$ cat config.mk
export PLATFORM = sky130hd
export DESIGN_NAME = alu_acc_ctrl_flat
export DESIGN_NICKNAME = d
export VERILOG_FILES = /design/src/rtl/alu_acc_ctrl_if.sv /design/src/rtl/alu_acc_ctrl.sv /design/src/flat_wrapper.sv
export SDC_FILE = /design/constraint.sdc
export NUM_CORES = 1
export LEC_CHECK = 0
export ABC_AREA = 0
export CAP_MARGIN = 20
export CORE_MARGIN = 1.5
export CORE_UTILIZATION = 48
export DETAILED_ROUTE_END_ITERATION = 12
export GPL_TIMING_DRIVEN = 0
export PLACE_DENSITY = 0.82
export RECOVER_POWER = 100
export SYNTH_ARGS = -nofsm -noshare
export SYNTH_HDL_FRONTEND = slang
export SYNTH_SLANG_ARGS = --single-unit
$ cat constraint.sdc
create_clock -name clk -period 2.4 [get_ports clk]
set_input_delay 0.48 -clock clk [delete_from_list [all_inputs] [get_ports clk]]
set_output_delay 0.48 -clock clk [all_outputs]
set_load 0.005 [all_outputs]
$ cat src/rtl/alu_acc_ctrl_if.sv
// alu_acc_ctrl_if: instruction handshake, ALU operand/result and architectural status bundle
interface alu_acc_ctrl_if #(parameter int WIDTH = 4);
  logic             in_valid;
  logic             in_ready;
  logic [3:0]       in_op;
  logic [WIDTH-1:0] in_data;
  logic [WIDTH-1:0] alu_a;
  logic [WIDTH-1:0] alu_b;
  logic [2:0]       alu_s;
  logic [WIDTH-1:0] alu_y;
  logic             alu_zero;
  logic             alu_cout;
  logic [WIDTH-1:0] acc;
  logic             flag_z;
  logic             flag_c;
  logic             done;
  logic             err;
  logic [7:0]       op_cnt;
  modport master (
    output in_valid, in_op, in_data, alu_y, alu_zero, alu_cout,
    input  in_ready, alu_a, alu_b, alu_s, acc, flag_z, flag_c, done, err, op_cnt
  );
  modport slave (
    input  in_valid, in_op, in_data, alu_y, alu_zero, alu_cout,
    output in_ready, alu_a, alu_b, alu_s, acc, flag_z, flag_c, done, err, op_cnt
  );
endinterface

$ cat src/rtl/alu_acc_ctrl.sv
// alu_acc_ctrl: three-state accumulator controller driving an external combinational ALU
module alu_acc_ctrl #(parameter int WIDTH = 4) (
  input logic clk,
  input logic rst_n,
  alu_acc_ctrl_if.slave bus
);
  typedef enum logic [1:0] {IDLE, ISSUE, CAPTURE} state_t;
  state_t     state;
  logic [3:0] op;
  always_ff @(posedge clk or negedge rst_n)
    if (!rst_n) begin
      state        <= IDLE;
      op           <= '0;
      bus.in_ready <= 1'b1;
      bus.alu_a    <= '0;
      bus.alu_b    <= '0;
      bus.alu_s    <= '0;
      bus.acc      <= '0;
      bus.flag_z   <= 1'b1;
      bus.flag_c   <= 1'b0;
      bus.done     <= 1'b0;
      bus.err      <= 1'b0;
      bus.op_cnt   <= '0;
    end else
      case (state)
        IDLE:
          if (bus.in_valid) begin
            state        <= ISSUE;
            bus.in_ready <= 1'b0;
            op           <= bus.in_op;
            bus.alu_a    <= bus.acc;
            bus.alu_b    <= bus.in_data;
            bus.alu_s    <= bus.in_op[2:0];
          end
        ISSUE: begin
          state      <= CAPTURE;
          bus.done   <= 1'b1;
          bus.op_cnt <= bus.op_cnt + {7'd0, bus.op_cnt != 8'hff};
          if (!op[3]) begin
            bus.acc    <= bus.alu_y;
            bus.flag_z <= bus.alu_zero;
            bus.flag_c <= bus.alu_cout;
          end else if (op == 4'b1000) begin
            bus.acc    <= bus.alu_b;
            bus.flag_z <= bus.alu_b == WIDTH'(0);
            bus.flag_c <= 1'b0;
          end else if (op == 4'b1001) begin
            bus.acc    <= '0;
            bus.flag_z <= 1'b1;
            bus.flag_c <= 1'b0;
          end else
            bus.err <= 1'b1;
        end
        default: begin
          state        <= IDLE;
          bus.done     <= 1'b0;
          bus.in_ready <= 1'b1;
        end
      endcase
endmodule

$ cat src/flat_wrapper.sv
// flat-port wrapper written by rule: the top's interface ports become plain ports
module alu_acc_ctrl_flat 
#(parameter int WIDTH = 4)
  (clk, rst_n, bus_in_valid, bus_in_op, bus_in_data, bus_alu_y, bus_alu_zero, bus_alu_cout, bus_in_ready, bus_alu_a, bus_alu_b, bus_alu_s, bus_acc, bus_flag_z, bus_flag_c, bus_done, bus_err, bus_op_cnt);
  alu_acc_ctrl_if #(.WIDTH(WIDTH)) bus_i ();
  input logic clk;
  input logic rst_n;
  input wire logic [$bits(bus_i.in_valid)-1:0] bus_in_valid;
  input wire logic [$bits(bus_i.in_op)-1:0] bus_in_op;
  input wire logic [$bits(bus_i.in_data)-1:0] bus_in_data;
  input wire logic [$bits(bus_i.alu_y)-1:0] bus_alu_y;
  input wire logic [$bits(bus_i.alu_zero)-1:0] bus_alu_zero;
  input wire logic [$bits(bus_i.alu_cout)-1:0] bus_alu_cout;
  output wire logic [$bits(bus_i.in_ready)-1:0] bus_in_ready;
  output wire logic [$bits(bus_i.alu_a)-1:0] bus_alu_a;
  output wire logic [$bits(bus_i.alu_b)-1:0] bus_alu_b;
  output wire logic [$bits(bus_i.alu_s)-1:0] bus_alu_s;
  output wire logic [$bits(bus_i.acc)-1:0] bus_acc;
  output wire logic [$bits(bus_i.flag_z)-1:0] bus_flag_z;
  output wire logic [$bits(bus_i.flag_c)-1:0] bus_flag_c;
  output wire logic [$bits(bus_i.done)-1:0] bus_done;
  output wire logic [$bits(bus_i.err)-1:0] bus_err;
  output wire logic [$bits(bus_i.op_cnt)-1:0] bus_op_cnt;
  assign bus_i.in_valid = bus_in_valid;
  assign bus_i.in_op = bus_in_op;
  assign bus_i.in_data = bus_in_data;
  assign bus_i.alu_y = bus_alu_y;
  assign bus_i.alu_zero = bus_alu_zero;
  assign bus_i.alu_cout = bus_alu_cout;
  assign bus_in_ready = bus_i.in_ready;
  assign bus_alu_a = bus_i.alu_a;
  assign bus_alu_b = bus_i.alu_b;
  assign bus_alu_s = bus_i.alu_s;
  assign bus_acc = bus_i.acc;
  assign bus_flag_z = bus_i.flag_z;
  assign bus_flag_c = bus_i.flag_c;
  assign bus_done = bus_i.done;
  assign bus_err = bus_i.err;
  assign bus_op_cnt = bus_i.op_cnt;
  alu_acc_ctrl #(.WIDTH(WIDTH)) u_core (.clk(clk), .rst_n(rst_n), .bus(bus_i));
endmodule
==> Flow_metrics.wiki <==
{| class="wikitable"
! Metric !! Value
|-
| Outcome || finished, final reports clean
|-
| Minimum hold slack || 488 ps
|-
| Worst path cell trace || clkdlybuf4s50_1 > nor3b_1 > buf_8 > mux2_1
|-
| LEAKAGE || 0.790 nW
|-
| Worst supply voltage drop on vdd || 0.731 mV
|-
| Post-synth cell types || 30
|-
| Standard cell core area || 0.00276 mm^2
|-
| Post-route cell area || 0.00188 mm^2
|-
| Pins Over Slew Limit || 0
|-
| Number of nets in the final layout || 170
|-
| Simple-gate area share of the yosys netlist || 11.3%
|-
| Layout cell share with drive strength beyond 1 || 15.1%
|-
| Detail Route Antenna Nets || 0
|-
| Global placement routability congestion || 0.750
|-
| Clk Tree Root Cell || clkbuf_4
|-
| Drt via density || 5.35
|-
| Critical path fanouts, max || 10
|-
| Number of detailed-route iterations in the first pass || 4
|-
| Cells after DPL || 175
|-
| Vias in the first global route || 1,050
|-
| Global-route wire length before repair || 4930 um
|-
| CTS Buf Count || 5
|-
| Largest incremental delay on the critical path || 860 ps
|-
| Post-detailed-placement half-perimeter wirelength || 2090 um
|-
| Avg Synthesized Cell Area || 14.0 um^2
|-
| Number of DRC violations after detailed routing || 0
|-
| Setup repair after global routing missed its margin || false
|-
| Total grt overflow || 0
|-
| Antenna violations before repair || 0
|-
| Clock skew || 12.0 ps
|-
| Clock tree from TritonCTS || built
|-
| Area growth from synthesis to layout || 35.9%
|-
| Placement row count || 19
|-
| Library cell occupying the most area in the post-synthesis netlist || dfrtp_1
|-
| Number of buffers inserted by post-CTS setup repair || 0
|-
| Mapped Cells || 99
|-
| Clock transition time at the flip-flop clock pins of the worst setup and hold paths || 100 ps
|-
| Max Clk Rate || 0.472 GHz
|-
| Most numerous cell in the Yosys netlist || dfrtp_1
|-
| Transition at the pin with the smallest max-transition slack || 1070 ps
|-
| Pwr dens || 1020 mW/mm^2
|-
| Yosys Warn Count || 0
|-
| Chip width || 56.7 um
|-
| Detailed-route via count || 979
|-
| Total setup violations reported at the end of the flow || 0
|-
| Post-layout power || 1.93 mW
|-
| Mux contribution to synthesized area || 12.2%
|-
| Tightest slew margin relative to the limit || 28.2%
|-
| Final worst slack || 281 ps
|-
| Place WS || 419 ps
|-
| Total Die Area || 0.00322 mm^2
|-
| Compound-cell area share of the yosys netlist || 8.94%
|-
| Utilization of the core after routing || 68.2%
|-
| Maximum Capacitance Violations || 0
|-
| Kind of critical path || primary input to flop
|-
| Adder-cell area share of the yosys netlist || 1.81%
|-
| Share of the clock period used by the worst path || 88.3%
|-
| Number of H-tree levels || 2
|-
| Critical path's slowest cell || nor3b_1
|-
| Type of the most critical hold path || flop to flop
|-
| Main combinational cell family by area after synthesis || multiplexers
|-
| Die outline height || 56.7 um
|-
| Detail-routed net length per standard cell || 15.2 um
|-
| Flops & latches, synth || 31
|-
| Clock latency on the worst-skew pair || 340 ps
|-
| Setup Total Neg Slack || 0 ps
|-
| Top cell type's share of synthesized area || 52.4%
|-
| Num ports || 45
|-
| Placement-stage cell area || 0.00188 mm^2
|-
| Fin crit period || 2120 ps
|-
| Number of sinks driven by the clock tree || 31
|-
| Crit. path cell count || 4
|-
| Arrival time at the worst endpoint || 2340 ps
|-
| Cell area after synthesis || 0.00139 mm^2
|-
| Startpoint type of the worst setup path || primary input
|-
| Post_cts resized || 0
|-
| Share of synthesized area occupied by flip-flops and latches || 56.2%
|-
| Data required time of the worst path || 2620 ps
|-
| Pin count of the biggest net entering global routing || 17
|-
| Non-Filler Instances || 183
|-
| Critical path buffer and inverter count || 2
|-
| Hold-fix buffers at CTS || 0
|-
| Initial DRC Count || 10
|-
| Initial core utilization || 50.2%
|-
| Number of failing hold endpoints at the final stage || 0
|-
| Port Buffer Count || 44
|-
| Post-synth EDFFs || 0
|-
| XOR/XNOR share of the synthesized area || 4.34%
|-
| Total inserted antenna cells || 0
|-
| CTS Buffer Depth || 2
|-
| Number of nets in the synthesized netlist || 118
|-
| Instance count along the most critical hold path || 1
|-
| Endpoint kind of the worst setup timing path || flop
|-
| GRT Util Overall || 21.0%
|-
| Synth cell count leaders || 29 x dfrtp_1, 8 x a21oi_1, 7 x mux2_2, 6 x mux2_4, 5 x xnor2_1
|-
| Synth async-reset ratio || 100%
|-
| Dominant synthesized flop cell || dfrtp_1
|-
| Reg2Reg Depth || 3
|-
| Final Routed Wirelength || 2790 um
|-
| Top cells by area, synth || dfrtp_1 52%, mux2_4 6.5%, mux2_2 5.7%, dfstp_2 3.8%, xnor2_1 3.2%
|-
| Cell family contributing the most delay on the critical path || simple AND/OR/NAND/NOR gates
|}
==> where the power goes <==
group	switching, mW	internal [mW]	leakage (nW)
registers	0.152	0.710	0.366
logic	0.243	0.415	0.384
clock network	0.184	0.221	0.0395
==> cell usage in the layout, fill, tap and decap left out, drive strengths merged, types with 2 or more instances in the layout <==
cell            n
a21oi           8
a22oi           4
a32o            2
and3            2
buf             2
clkbuf         12
clkdlybuf4s50  17
dfrtp          29
dfstp           2
dlygate4sd3    27
ha              2
inv             2
mux2           13
nand2           5
nand4           4
nor2            4
o21ai           2
xnor2           6
==> registers in the layout, indices dropped and copies added (netlist names) <==
name,flops
u_core.bus.acc,4
u_core.bus.alu_a,4
u_core.bus.alu_b,4
u_core.bus.done,1
u_core.bus.err,1
u_core.bus.flag_c,1
u_core.bus.flag_z,1
u_core.bus.in_ready,1
u_core.bus.op_cnt,8
u_core.op,4
u_core.state,2
==> per-layer routing <==
layer / routed length [um] / GRT usage [%] / vias up / part of all wire, %
met4: 47 / 8.84 / 0 / 1.7
met3: 213 / 9.22 / 6 / 7.6
met2: 1360 / 33.1 / 45 / 49
li1: - / - / 462 / -
met5: 0 / 0 / - / 0
met1: 1160 / 24.9 / 466 / 42
==> worst reg2reg max path, stage by stage, from the launching register on <==
cell and delay (ps):
dfrtp_1 420, nor3b_1 890, buf_8 230, mux2_1 330
==> area by class of cell <==
class / count / area (um^2)
inverters: 2 / 7.51
flip-flops and latches: 31 / 778
clock buffers: 7 / 45.0
plain buffers: 6 / 45.0
multi-input cells: 60 / 493
fillers: 217 / 876
clock inverters: 1 / 30.0
well taps: 31 / 38.8
repair buffers: 45 / 444
==> logic make-up after synthesis <==
family / after synthesis
and+or+nand+nor: 20
adders and majority gates: 2
DFF: 31
muxes: 13
buffers and inverters: 8
AOI/OAI and AO/OA: 19
xor gates and xnor gates: 6
==> final timing paths <==
path / startpoint / end / slack (ps)
setup / recovery: bus_in_valid / u_core.op[2] / 280
hold / removal: u_core.bus.err / u_core.bus.err / 490
setup reg to reg: u_core.state[1] / u_core.op[2] / 420
hold reg to reg: u_core.bus.err / u_core.bus.err / 490
max in group asynchronous: rst_n / u_core.bus.op_cnt[5] / 620
min in group asynchronous: rst_n / u_core.bus.alu_b[1] / 620
No activity file was read; power rests on OpenSTA's default activity.
